### config.mk
export PLATFORM = sky130hd
export DESIGN_NAME = mul_seq_shift_add
export DESIGN_NICKNAME = d
export VERILOG_FILES = /design/src/rtl/mul_pkg.sv /design/src/rtl/mul_seq_datapath.sv /design/src/rtl/mul_seq_shift_add.sv
export SDC_FILE = /design/constraint.sdc
export NUM_CORES = 1
export LEC_CHECK = 0
export ABC_AREA = 1
export ABC_CLOCK_PERIOD_IN_PS = 5600
export CAP_MARGIN = 20
export CORE_ASPECT_RATIO = 1.75
export CORE_UTILIZATION = 58
export DETAILED_ROUTE_END_ITERATION = 8
export PLACE_DENSITY = 0.81
export SLEW_MARGIN = 20
export SYNTH_ARGS = -nofsm -noshare
export SYNTH_HDL_FRONTEND = slang
export SYNTH_HIERARCHICAL = 1
export SYNTH_SLANG_ARGS = --single-unit
### constraint.sdc
create_clock -name clk -period 5.6 [get_ports clk]
set_clock_uncertainty 0.2 [all_clocks]
set_input_delay 1.12 -clock clk [delete_from_list [all_inputs] [get_ports clk]]
set_output_delay 1.12 -clock clk [all_outputs]
set_load 0.01 [all_outputs]
### src/rtl/mul_pkg.sv
// ============================================================
// mul_pkg: shared state encodings for the shift-add multiplier
// Rev 1.0
// ============================================================
`default_nettype none

package mul_pkg;
  localparam int STATE_W = 2;

  localparam logic [STATE_W-1:0] ST_IDLE = 2'd0;
  localparam logic [STATE_W-1:0] ST_RUN  = 2'd1;
  localparam logic [STATE_W-1:0] ST_DONE = 2'd2;

  typedef enum logic [STATE_W-1:0] {
    S_IDLE = ST_IDLE,
    S_RUN  = ST_RUN,
    S_DONE = ST_DONE
  } state_e;
endpackage

`default_nettype wire

### src/rtl/mul_seq_datapath.sv
// ============================================================
// mul_seq_datapath: magnitude capture, shift-add accumulate, product register
// Rev 1.0
// ============================================================
`default_nettype none

module mul_seq_datapath
  import mul_pkg::*;
#(
  parameter int WIDTH  = 16,
  parameter bit SIGNED = 1'b0
) (
  input  logic               clk,
  input  logic               rst,
  input  logic               load_i,
  input  logic               step_i,
  input  logic [WIDTH-1:0]   a_i,
  input  logic [WIDTH-1:0]   b_i,
  output logic               b_zero_o,
  output logic               mplr_zero_next_o,
  output logic [2*WIDTH-1:0] product_o
);
  logic [2*WIDTH-1:0] mcand_q, mcand_d;
  logic [WIDTH-1:0]   mplr_q, mplr_d;
  logic [2*WIDTH-1:0] acc_q, acc_d;
  logic               neg_q, neg_d;
  logic [2*WIDTH-1:0] product_q, product_d;

  logic [WIDTH-1:0]   a_mag, b_mag, mplr_shift;
  logic [2*WIDTH-1:0] acc_next, prod_res;

  // Unsigned reinterpretation of the negation keeps the most negative value exact.
  assign a_mag = (SIGNED && a_i[WIDTH-1]) ? -a_i : a_i;
  assign b_mag = (SIGNED && b_i[WIDTH-1]) ? -b_i : b_i;

  assign b_zero_o         = (b_mag == '0);
  assign acc_next         = acc_q + (mplr_q[0] ? mcand_q : '0);
  assign mplr_shift       = mplr_q >> 1;
  assign mplr_zero_next_o = (mplr_shift == '0);
  assign prod_res         = neg_q ? -acc_next : acc_next;
  assign product_o        = product_q;

  always_comb begin
    mcand_d   = mcand_q;
    mplr_d    = mplr_q;
    acc_d     = acc_q;
    neg_d     = neg_q;
    product_d = product_q;
    if (load_i) begin
      mcand_d = {{WIDTH{1'b0}}, a_mag};
      mplr_d  = b_mag;
      acc_d   = '0;
      neg_d   = SIGNED && (a_i[WIDTH-1] ^ b_i[WIDTH-1]);
      if (b_mag == '0) begin
        product_d = '0;
      end
    end else if (step_i) begin
      acc_d   = acc_next;
      mcand_d = mcand_q << 1;
      mplr_d  = mplr_shift;
      if (mplr_zero_next_o) begin
        product_d = prod_res;
      end
    end
  end

  always_ff @(posedge clk or posedge rst) begin
    if (rst) begin
      mcand_q   <= '0;
      mplr_q    <= '0;
      acc_q     <= '0;
      neg_q     <= 1'b0;
      product_q <= '0;
    end else begin
      mcand_q   <= mcand_d;
      mplr_q    <= mplr_d;
      acc_q     <= acc_d;
      neg_q     <= neg_d;
      product_q <= product_d;
    end
  end
endmodule

`default_nettype wire

### src/rtl/mul_seq_shift_add.sv
// ============================================================
// mul_seq_shift_add: start/done sequential shift-add multiplier (controller + datapath)
// Rev 1.0
// ============================================================
`default_nettype none

module mul_seq_shift_add
  import mul_pkg::*;
#(
  parameter int WIDTH  = 16,
  parameter bit SIGNED = 1'b0
) (
  input  logic               clk,
  input  logic               rst,
  input  logic               start_i,
  input  logic [WIDTH-1:0]   a_i,
  input  logic [WIDTH-1:0]   b_i,
  output logic               busy_o,
  output logic               done_o,
  output logic [2*WIDTH-1:0] product_o
);
  state_e state_q, state_d;
  logic   load, step, b_zero, mplr_zero_next;

  mul_seq_datapath #(
    .WIDTH  (WIDTH),
    .SIGNED (SIGNED)
  ) u_datapath (
    .clk              (clk),
    .rst              (rst),
    .load_i           (load),
    .step_i           (step),
    .a_i              (a_i),
    .b_i              (b_i),
    .b_zero_o         (b_zero),
    .mplr_zero_next_o (mplr_zero_next),
    .product_o        (product_o)
  );

  always_comb begin
    state_d = state_q;
    load    = 1'b0;
    step    = 1'b0;
    case (state_q)
      S_IDLE: begin
        if (start_i) begin
          load    = 1'b1;
          state_d = b_zero ? S_DONE : S_RUN;
        end
      end
      S_RUN: begin
        step = 1'b1;
        if (mplr_zero_next) begin
          state_d = S_DONE;
        end
      end
      S_DONE:  state_d = S_IDLE;
      default: state_d = S_IDLE;
    endcase
  end

  always_ff @(posedge clk or posedge rst) begin
    if (rst) begin
      state_q <= S_IDLE;
    end else begin
      state_q <= state_d;
    end
  end

  assign busy_o = (state_q != S_IDLE);
  assign done_o = (state_q == S_DONE);
endmodule

`default_nettype wire

# ---- After elaboration in Yosys (flattened, before gate mapping)
# Cells that the tools add are included.
dict set report classes {
  add_sub_neg 1
  n_eq_ne 5
  n_mux 18
  n_reduce_logical 8
}
# cell n
set ops {}
lappend ops {{two-way mux 32 bit} 9}
lappend ops {{adder 32 bit} 1}
lappend ops {{zero test 16 bit} 2}
lappend ops {{two-way mux 16 bit} 2}
lappend ops {{two-way mux 2 bit} 3}
lappend ops {{nonzero test 2 bit} 3}
lappend ops {{!= test 2 bit (second input constant)} 2}
lappend ops {{case mux 2 bit (2 select lines)} 1}
lappend ops {{two-way mux 1 bit} 3}
lappend ops {{AND reduction 3 bit} 1}
lappend ops {{equality test 2 x 1 -> 1 bit (second input constant)} 1}
lappend ops {{equality test 2 bit (second input constant)} 1}
lappend ops {{zero test 2 bit} 1}
lappend ops {{!= test 2 x 1 -> 1 bit (second input constant)} 1}
lappend ops {{AND reduction 2 bit} 1}
dict set report totals {
  ff_bits 114
  inputBits 35
  out_inout_bits 34
}

# ---- Depth between registers and ports, before layout
dict set report logic_depth {
  depth_word 5
  depth_mapped 18
  mapped_depth_nobuf 16
}

# ---- Hierarchy
# The synthesis kept the hierarchy.
# module instances cells_each area_each_um2
set modules_own_cells {}
lappend modules_own_cells {mul_seq_datapath 1 1035 7071.8}
lappend modules_own_cells {mul_seq_shift_add 1 19 125.1}

# ---- Worst setup path after synthesis
# No wires, ideal clock.
dict set report synth_timing {
  path_kind {reg2reg}
  from {register u_datapath.mplr_q[0]}
  to {register u_datapath.acc_q[20]}
  setup_ns 0.126
  t_arrival_ns 2.181
  required_time_ns 5.274
  path_slack_ns 3.093
  path_stages_with_launch 18
  path_buffers 2
  cell_sequence {dfrtp_1 > clkbuf_1 > clkbuf_1 > nand2_1 > inv_1 > ha_1 > inv_1 > fa_1 > inv_1 > nand3_1 > nand3_1 > nand3_1 > nand3_1 > nand2_1 > nand2_1 > nand2_1 > nand3_1 > o21ai_1}
}
dict set report synth_via {
  elab_chain_cells 4
}
# item line
set synth_rtl {}
lappend synth_rtl {{start, declared} mul_seq_datapath.sv:24} ;# logic [WIDTH-1:0] mplr_q, mplr_d;
lappend synth_rtl {{start signal, assigned} mul_seq_datapath.sv:76} ;# mplr_q <= mplr_d;
lappend synth_rtl {{two-way mux 32 bit} mul_seq_datapath.sv:37} ;# assign acc_next = acc_q + (mplr_q[0] ? mcand_q : '0);
lappend synth_rtl {{adder 32 bit} mul_seq_datapath.sv:37}
lappend synth_rtl {{two-way mux 32 bit} mul_seq_datapath.sv:57} ;# end else if (step_i) begin
lappend synth_rtl {{two-way mux 32 bit} mul_seq_datapath.sv:49} ;# if (load_i) begin
lappend synth_rtl {{end signal, assigned} mul_seq_datapath.sv:71} ;# acc_q <= '0;
lappend synth_rtl {{end signal, assigned} mul_seq_datapath.sv:77} ;# acc_q <= acc_d;
lappend synth_rtl {{end, declared} mul_seq_datapath.sv:25} ;# logic [2*WIDTH-1:0] acc_q, acc_d;
# No other way between the ends. The select of a mux whose other input is x is not followed.
# A chain may end at the register's enable or synchronous reset.

# ---- Worst setup path in the final report
dict set report layout_timing {
  from {input port start_i}
  to {register u_datapath.product_q[7] (netlist: u_datapath/product_o[7])}
}
dict set report layout_via {
  elab_chain_cells 4
  elab_cells_between_ends 7
  classes_between {eq/ne (1); mux (3); reduce/logical (3)}
}
# item line
set layout_rtl {}
lappend layout_rtl {{start, declared} mul_seq_shift_add.sv:15} ;# input logic start_i,
lappend layout_rtl {{two-way mux 1 bit *} mul_seq_shift_add.sv:46} ;# if (start_i) begin
lappend layout_rtl {{two-way mux 1 bit *} mul_seq_shift_add.sv:44} ;# case (state_q)
lappend layout_rtl {{via load} mul_seq_shift_add.sv:23} ;# logic load, step, b_zero, mplr_zero_next;
lappend layout_rtl {{!= test 2 x 1 -> 1 bit (no source line) / nonzero test 2 bit (equally long branches)} --}
lappend layout_rtl {{AND reduction 3 bit (no source line)} --}
lappend layout_rtl {{end signal, assigned} mul_seq_datapath.sv:79} ;# product_q <= product_d;
lappend layout_rtl {{end, declared} mul_seq_datapath.sv:27} ;# logic [2*WIDTH-1:0] product_q, product_d;
# The timed path passes the listed nets; every way through them passes the cells marked *.

==> out/qor.csv <==
metric,value,unit
status,"complete, no violations",
tightest_slew,1020,ps
fp.dieW,86.2,um
setup-tns-final,0,ps
worstReg2RegEnd,u_datapath/product_o[7],
hold_buffers,0,
ir_drop,0.422,mV
grt_usage,32.0,%
clkSinkCount,114,
dp_cells,1262,
netlist_top_cells_count,"374 x nand2_1, 208 x inv_1, 114 x dfrtp_1, 57 x nor2_1, 43 x o21ai_0",
fin_crit_sh,61.0,%
cp.depth,10,
wirelength,18900,um
core-area,12100,um2
setup.worst_path.end,u_datapath/product_o[7],
crit_buf_inv,4,
final_nets,1183,
firstDrtPassIters,5,
yosysUniqueCellTypes,35,
async_flop_share,100,%
cts_setup_buffers,0,
required,5730,ps
min_path_type,reg2reg,
port_buffers,68,
synth.largest_area_cell,dfrtp_1,
max_cap_violations,0,
final_layout_size_suffix_gt1_share,4.87,%
rrSetupSlack,2760,ps
path_class,in2reg,
place_congestion,0.929,
num_io_pins,69,
hold_viol_final,0,
row_count,53,
cpMaxStageDelayCell,inv_2,
holdWs,281,ps
cts_tree,yes,
syn-num-nets,1121,
timing.fmax,0.293,GHz
n_fill_cell,1030,
r2r_start,state_q[0],
pre_cts_slack,1720,ps
grt_pass1_vias,6707,
cp.arrival,3540,ps
cts_buffers,17,
synthMostInstantiatedCell,nand2_1,
synthFlopType,dfrtp_1,
grt_pass1_wl,31700,um
start_kind,primary input,
setup_viol,0,
grt_overflow,0,
ant_nets,0,
crit_family,buffers and inverters,
h-tree-depth,4,
ys_warn_count,6,
dpl.hpwl,13600,um
rsz0062_at_grt,false,
drt-vias-per-instance,5.29,
synth_edf_count,0,
final_cells,1294,
path_max_fanout,51,
finalPower,4.11,mW
setup.worst_path.end_class,flop,
leakagePower,4.79,nW
clk_pin_slew,60,ps
cp_cell_sequence,clkdlybuf4s50_1 -> inv_1 -> nor2_4 -> buf_4 -> nor2_4 -> nand2_1 -> nand2_4 -> inv_2 -> nand2_1 -> o21ai_1,
clockBufferDepth,2,
clock-root-buffer,clkbuf_16,
min_period,3410,ps
vias,6851,
maxSlewViolCount,0,
reg2regPathDepth,10,
cts_resized,0,
cpPeakStageDelay,600,ps
relSlewSlack,31.8,%
synth.avg_cell_area,6.83,um2
design_area,8660,um2
clk_latency,420,ps
fin_util,71.7,%
grt_max_degree,80,
area_delta_synth_final,20.3,%
synthCells,1054,
p_per_area,475,nW/um2
setup_ws,2190,ps
antenna_found_initial,0,
drc,0,
ys_ff_latch,114,
die_area,12900,um2
startpoint,start_i,
drt-initial-drc-count,452,
syn_area,7200,um2
antenna_cells,0,
synth.top_cell.area_share,39.6,%
die_y,149,um
place_area,7990,um2
synth_area_leaders,"dfrtp_1 40%, nand2_1 20%, inv_1 11%, ha_1 5.4%, o21ai_0 3.0%",
synth-seq-area-share,39.6,%
start_util,59.6,%
wl_per_cell,14.6,um
[cells by family (layout without fill, tap and decap cells)]
| family | count (synthesis) | count (layout) | share of synthesized area, % |
|---|---|---|---|
| AO/OA/AOI/OAI | 153 | 153 | 12.4 |
| XOR/XNOR | 1 | 1 | 0.122 |
| adder cells (fa/ha/maj) | 32 | 32 | 5.67 |
| buffers and inverters | 243 | 318 | 13.1 |
| flip-flops | 114 | 114 | 39.6 |
| AND/OR/NAND/NOR | 511 | 511 | 29.1 |
[worst min-delay path by stage]
stage                        startpoint                        to  slack [ps]  depth (start not counted)
2_1_floorplan      u_datapath/acc_q[31]      u_datapath/acc_q[31]         250                          2
3_3_place_gp   u_datapath/product_o[27]  u_datapath/product_o[27]         270                          2
3_5_place_dp   u_datapath/product_o[22]  u_datapath/product_o[22]         270                          2
4_1_cts        u_datapath/product_o[24]  u_datapath/product_o[24]         280                          2
5_1_grt        u_datapath/product_o[27]  u_datapath/product_o[27]         300                          2
6_report       u_datapath/product_o[22]  u_datapath/product_o[22]         280                          2
[worst reg2reg max path, delay by kind of cell, from the launching register on]
| family | cells | cell delay, ps |
|---|---|---|
| buffers and inverters | 3 | 1130 |
| AND/OR/NAND/NOR | 6 | 900 |
| flip-flops | 1 | 430 |
| AO/OA/AOI/OAI | 1 | 110 |
[cells in the final DEF, fill, tap and decap left out, types with 2 or more instances in the layout]
master,instances
a21o_1,3
a21oi_1,28
a22oi_1,15
and3_1,3
buf_4,6
bufinv_16,5
clkbuf_16,17
clkdlybuf4s50_1,68
clkinv_4,3
dfrtp_1,114
ha_1,31
inv_1,207
inv_2,3
inv_6,4
nand2_1,374
nand3_1,35
nand3b_1,2
nand4_1,27
nor2_1,56
nor2_2,5
nor2_4,3
o21ai_0,43
o21ai_1,31
o21bai_1,2
o221ai_1,13
o22ai_1,16
or2_2,2
[state kept, by name (all words and copies together) (netlist names)]
register / cells
u_datapath/acc_q: 32
state_q: 2
u_datapath/mplr_q: 16
u_datapath/product_o: 32
u_datapath/mcand_q: 32
[power by group]
| part | total, mW | switching [mW] | internal [mW] |
|---|---|---|---|
| clock network | 1.22 | 0.410 | 0.808 |
| registers | 1.30 | 0.180 | 1.12 |
| logic | 1.60 | 1.01 | 0.587 |
| total | 4.11 | 1.60 | 2.51 |
[routing by layer]
layer | track usage (%) | share of wire [%] | vias to the layer above
met5 | 0 | 0 | -
met4 | 18.1 | 4.8 | 0
met3 | 4.87 | 3.8 | 67
met2 | 56.4 | 51 | 238
met1 | 36.2 | 40 | 3119
li1 | - | - | 3427
[layout make-up]
cell class	instances	area [um2]	area share, %
Multi-Input combinational cell	697	3410	39.4
Tap cell	165	206	2.39
Inverter	212	798	9.22
Timing Repair Buffer	74	726	8.38
Sequential cell	114	2850	33.0
Clock buffer	18	439	5.07
Clock inverter	14	224	2.59
(Power assumes the default switching activity.)
==> RTL change 1, RTL diff (same flow settings) <==
Put a register stage on the outputs `busy_o` and `done_o`, without a reset. The values now appear one clock later. The other outputs are not delayed to match.
--- a/src/rtl/mul_seq_shift_add.sv
+++ b/src/rtl/mul_seq_shift_add.sv
@@ -68,6 +68,8 @@
   end
 
-  assign busy_o = (state_q != S_IDLE);
-  assign done_o = (state_q == S_DONE);
+  always_ff @(posedge clk) begin
+    busy_o <= (state_q != S_IDLE);
+    done_o <= (state_q == S_DONE);
+  end
 endmodule
 
Function: changed (Yosys sat finds a counterexample within 4 cycles, from zero or initial values and one cycle with rst high).
==> RTL change 1 against the original RTL <==
- power shrank 3.6%
- design area shrank 0.42%
- critical path depth is the same
- wire length shrank 2.5%
- first-iteration DRC count shrank 6.9%
- critical endpoint is now u_datapath/product_o[6]
- sequential cell count grew 2
- setup slack lost 39 ps
- synthesized area grew 0.56%
- worst hold slack lost 5.0 ps
==> RTL change 1: results (changes against the original RTL) <==
stage	metric	value	unit	change
finish	Non-Filler Instances	1297		+0.23%
cts	insertion delay to the later sink of the worst-skew pair	420	ps	about the same
power_and_ir_drop	combinational power	1.59	mW	
critical_path	CP endpoint	u_datapath/product_o[6]		
finish	fin nets	1186		+0.25%
global_routing	first-pass GRT wire length	30.73	mm	-3.0%
synth	Synth area leaders	dfrtp_1 39%, nand2_1 19%, inv_1 11%		
synth	Synth Net Count	1123		+0.18%
min_path	Hold WC Path Type	reg2reg		
finish	share of layout cells above drive strength 1	4.859	%	-0.013 points
timing	Worst-Margin Slew	981.9	ps	-39.75 ps
timing	Min Hold Slack	275.8	ps	-5.036 ps
route	Initial DRC Count	421		-6.9%
route	drt total wl	18.47	mm	-2.5%
route	via-per-instance ratio	5.221		-1.4%
synth	Mean Syn Cell Area	6.853	um^2	+0.37%
power_and_ir_drop	Leak	4.765	nW	-0.54%
global_routing	All-Layer GR Usage	30.96	%	-1.0 points
synth	xor/xnor cell area share of the yosys netlist	0.1210	%	-0.00067 points
cts	Post-CTS Setup Inserts	0		unchanged
critical_path	flop2flop setup slack	2730	ps	-30 ps
power_and_ir_drop	clock share of power	26.8	%	-2.8 points
synth	Post-Synth Adder-Cell Area	5.636	%	-0.031 points
synth	register area share after synthesis	39.97	%	+0.33 points
placement	placer congestion estimate	0.9405		+1.3%
critical_path	reg-to-reg endpoint	u_datapath/product_o[6]		
min_path	Worst Min Path Start	u_datapath/product_o[25]		
power_and_ir_drop	Logic pwr share	40.2	%	+1.3 points
global_routing	number of global-route vias before repair	6651		-0.83%
timing	setup ws final	2146	ps	-39.13 ps
min_path	Hold Crit Endpoint	u_datapath/product_o[25]		
critical_path	crit path DAT	3590	ps	+50 ps
placement	DP Worst Slack	1717	ps	-4.390 ps
synth	mux share of post-synthesis cell area	0	%	unchanged
synth	ys async rst share	98.28	%	-1.7 points
power_and_ir_drop	Sw Share	39.78	%	+0.86 points
placement	Placed Area	0.008040	mm^2	+0.59%
placement	DP HPWL	13.64	mm	+0.32%
status	status	completed		
finish	fill cell count	1026		-0.39%
synth	Synth Area in Compound Gates	12.29	%	-0.068 points
global_routing	largest net degree at the start of global routing	54		-33%
power_and_ir_drop	Peak VDD IR	0.4192	mV	-0.73%
[RTL change 1: cell types whose count changed after synthesis, sizes merged]
cell	unedited run	this run
dfxtp	0	2
[RTL change 1: area by class of cell]
class | count | area [um^2] | area share (%)
flip-flops and latches | 116 | 2893 | 33.56
multi-input cells | 697 | 3410 | 39.56
repair buffers | 75 | 733.2 | 8.506
clock buffers | 19 | 442.9 | 5.139
inverters | 212 | 798.3 | 9.261
well taps | 165 | 206.4 | 2.395
clock inverters | 13 | 136.4 | 1.582
[RTL change 1: worst reg2reg max path, delay by kind of cell (launching register included)]
kind	cells	cell delay, ps
DFF	1	420
AOI/OAI and AO/OA	1	110
and+or+nand+nor	6	920
buffers and inverters	3	1140
[RTL change 1: per-layer routing]
layer	vias to the layer above	routed length [um]	track usage, %	share of wire, %
met1	3072	7568	34.39	41
met4	0	935	18.50	5.1
met5	-	0	0	0
met3	65	563	4.909	3.0
li1	3438	-	-	-
met2	197	9401	54.84	51
==> RTL change 2, RTL diff (same flow settings) <==
Without the edit above. `WIDTH` is set to 16 in 2 places; all go to 14.
--- a/src/rtl/mul_seq_datapath.sv
+++ b/src/rtl/mul_seq_datapath.sv
@@ -8,5 +8,5 @@
   import mul_pkg::*;
 #(
-  parameter int WIDTH  = 16,
+  parameter int WIDTH  = 14,
   parameter bit SIGNED = 1'b0
 ) (
--- a/src/rtl/mul_seq_shift_add.sv
+++ b/src/rtl/mul_seq_shift_add.sv
@@ -8,5 +8,5 @@
   import mul_pkg::*;
 #(
-  parameter int WIDTH  = 16,
+  parameter int WIDTH  = 14,
   parameter bit SIGNED = 1'b0
 ) (
Interface: changed (resized a_i, b_i and product_o); port bits go from 69 to 61. The function was not compared with the original's and may differ.
==> RTL change 2 against the original RTL <==
- combinational power decreased by 11%
- setup slack improved by 18 ps
- power decreased by 22%
- wire length decreased by 18%
- synthesized area decreased by 11%
- design area decreased by 15%
- final cell count decreased by 14%
- sequential cell count decreased by 14
- critical endpoint is now u_datapath/product_o[22]
- clock power decreased by 51%
- sequential power decreased by 9%
- fmax increased by 0.53%
- non-clock buffer count decreased by 10
==> RTL change 2: results (changes against the original RTL) <==
stage	metric	value	unit	change
route	vias post-DR	5868		-14%
finish	share of layout cells above drive strength 1	4.985	%	+0.11 points
status	status	completed		
synth	Synth area leaders	dfrtp_1 39%, nand2_1 20%, inv_1 9.8%		
critical_path	reg-to-reg endpoint	u_datapath/product_o[26]		
synth	Cells after Synth	931		-12%
placement	DP Worst Slack	1794	ps	+73.23 ps
synth	register area share after synthesis	39.08	%	-0.56 points
placement	dpl cells	1098		-13%
synth	post-synth cell types	38		+8.6%
min_path	Hold Crit Endpoint	u_datapath/product_o[17]		
power_and_ir_drop	Leak	3.999	nW	-17%
route	DR WL/cell	13.94	um	-4.8%
timing	Worst-Margin Slew	963.6	ps	-57.99 ps
critical_path	crit path DAT	3400	ps	-140 ps
power_and_ir_drop	clk pwr	594	uW	-51%
critical_path	flop2flop setup slack	2530	ps	-230 ps
power_and_ir_drop	sequential power share	36.9	%	+5.4 points
timing	Tmin final	3397	ps	-17.87 ps
route	Initial DRC Count	258		-43%
cts	insertion delay to the later sink of the worst-skew pair	350	ps	-70 ps
global_routing	first-pass GRT wire length	25.71	mm	-19%
critical_path	RR Startpoint	u_datapath/mplr_q[0]		
placement	port buffer count	60		-12%
min_path	Worst Min Path Start	u_datapath/product_o[17]		
critical_path	R2R depth	13		+3
cts	Num CTS Buffers	9		-8
finish	fin nets	1038		-12%
critical_path	CP endpoint	u_datapath/product_o[22]		
timing	Min Hold Slack	286.4	ps	+5.570 ps
placement	placer congestion estimate	1.015		+9.3%
synth	Synth Net Count	990		-12%
critical_path	max incr delay on CP	620	ps	+20 ps
==> RTL change 2: cell families (layout without fill, tap and decap cells) <==
| group | count (synthesis) | in the layout | synth area share, % |
|---|---|---|---|
| flops | 100 | 100 | 39.08 |
| buf+inv | 197 | 249 | 12.21 |
| simple gates | 469 | 469 | 30.97 |
| fa+ha+maj | 28 | 28 | 5.588 |
| xor+xnor | 1 | 1 | 0.1368 |
| compound gates | 136 | 136 | 12.02 |
==> RTL change 2: layer usage <==
metal  GRT usage, %  up-vias  wire, um
li1               -     3014         -
met1          32.20     2661      6284
met2          52.72      151      8117
met3          3.430       42       445
met4          16.26        0       666
met5              0        -         0
==> RTL change 2: layout make-up <==
cell class / instances / area, um^2 / share of cell area (%)
multi-input combinational: 634 / 3132 / 42.65
timing repair buffer: 64 / 630.6 / 8.587
clock buffer: 9 / 225.2 / 3.067
tap: 130 / 162.7 / 2.215
clock inverter: 6 / 50.05 / 0.6815
sequential: 100 / 2502 / 34.08
inverter: 170 / 640.6 / 8.724
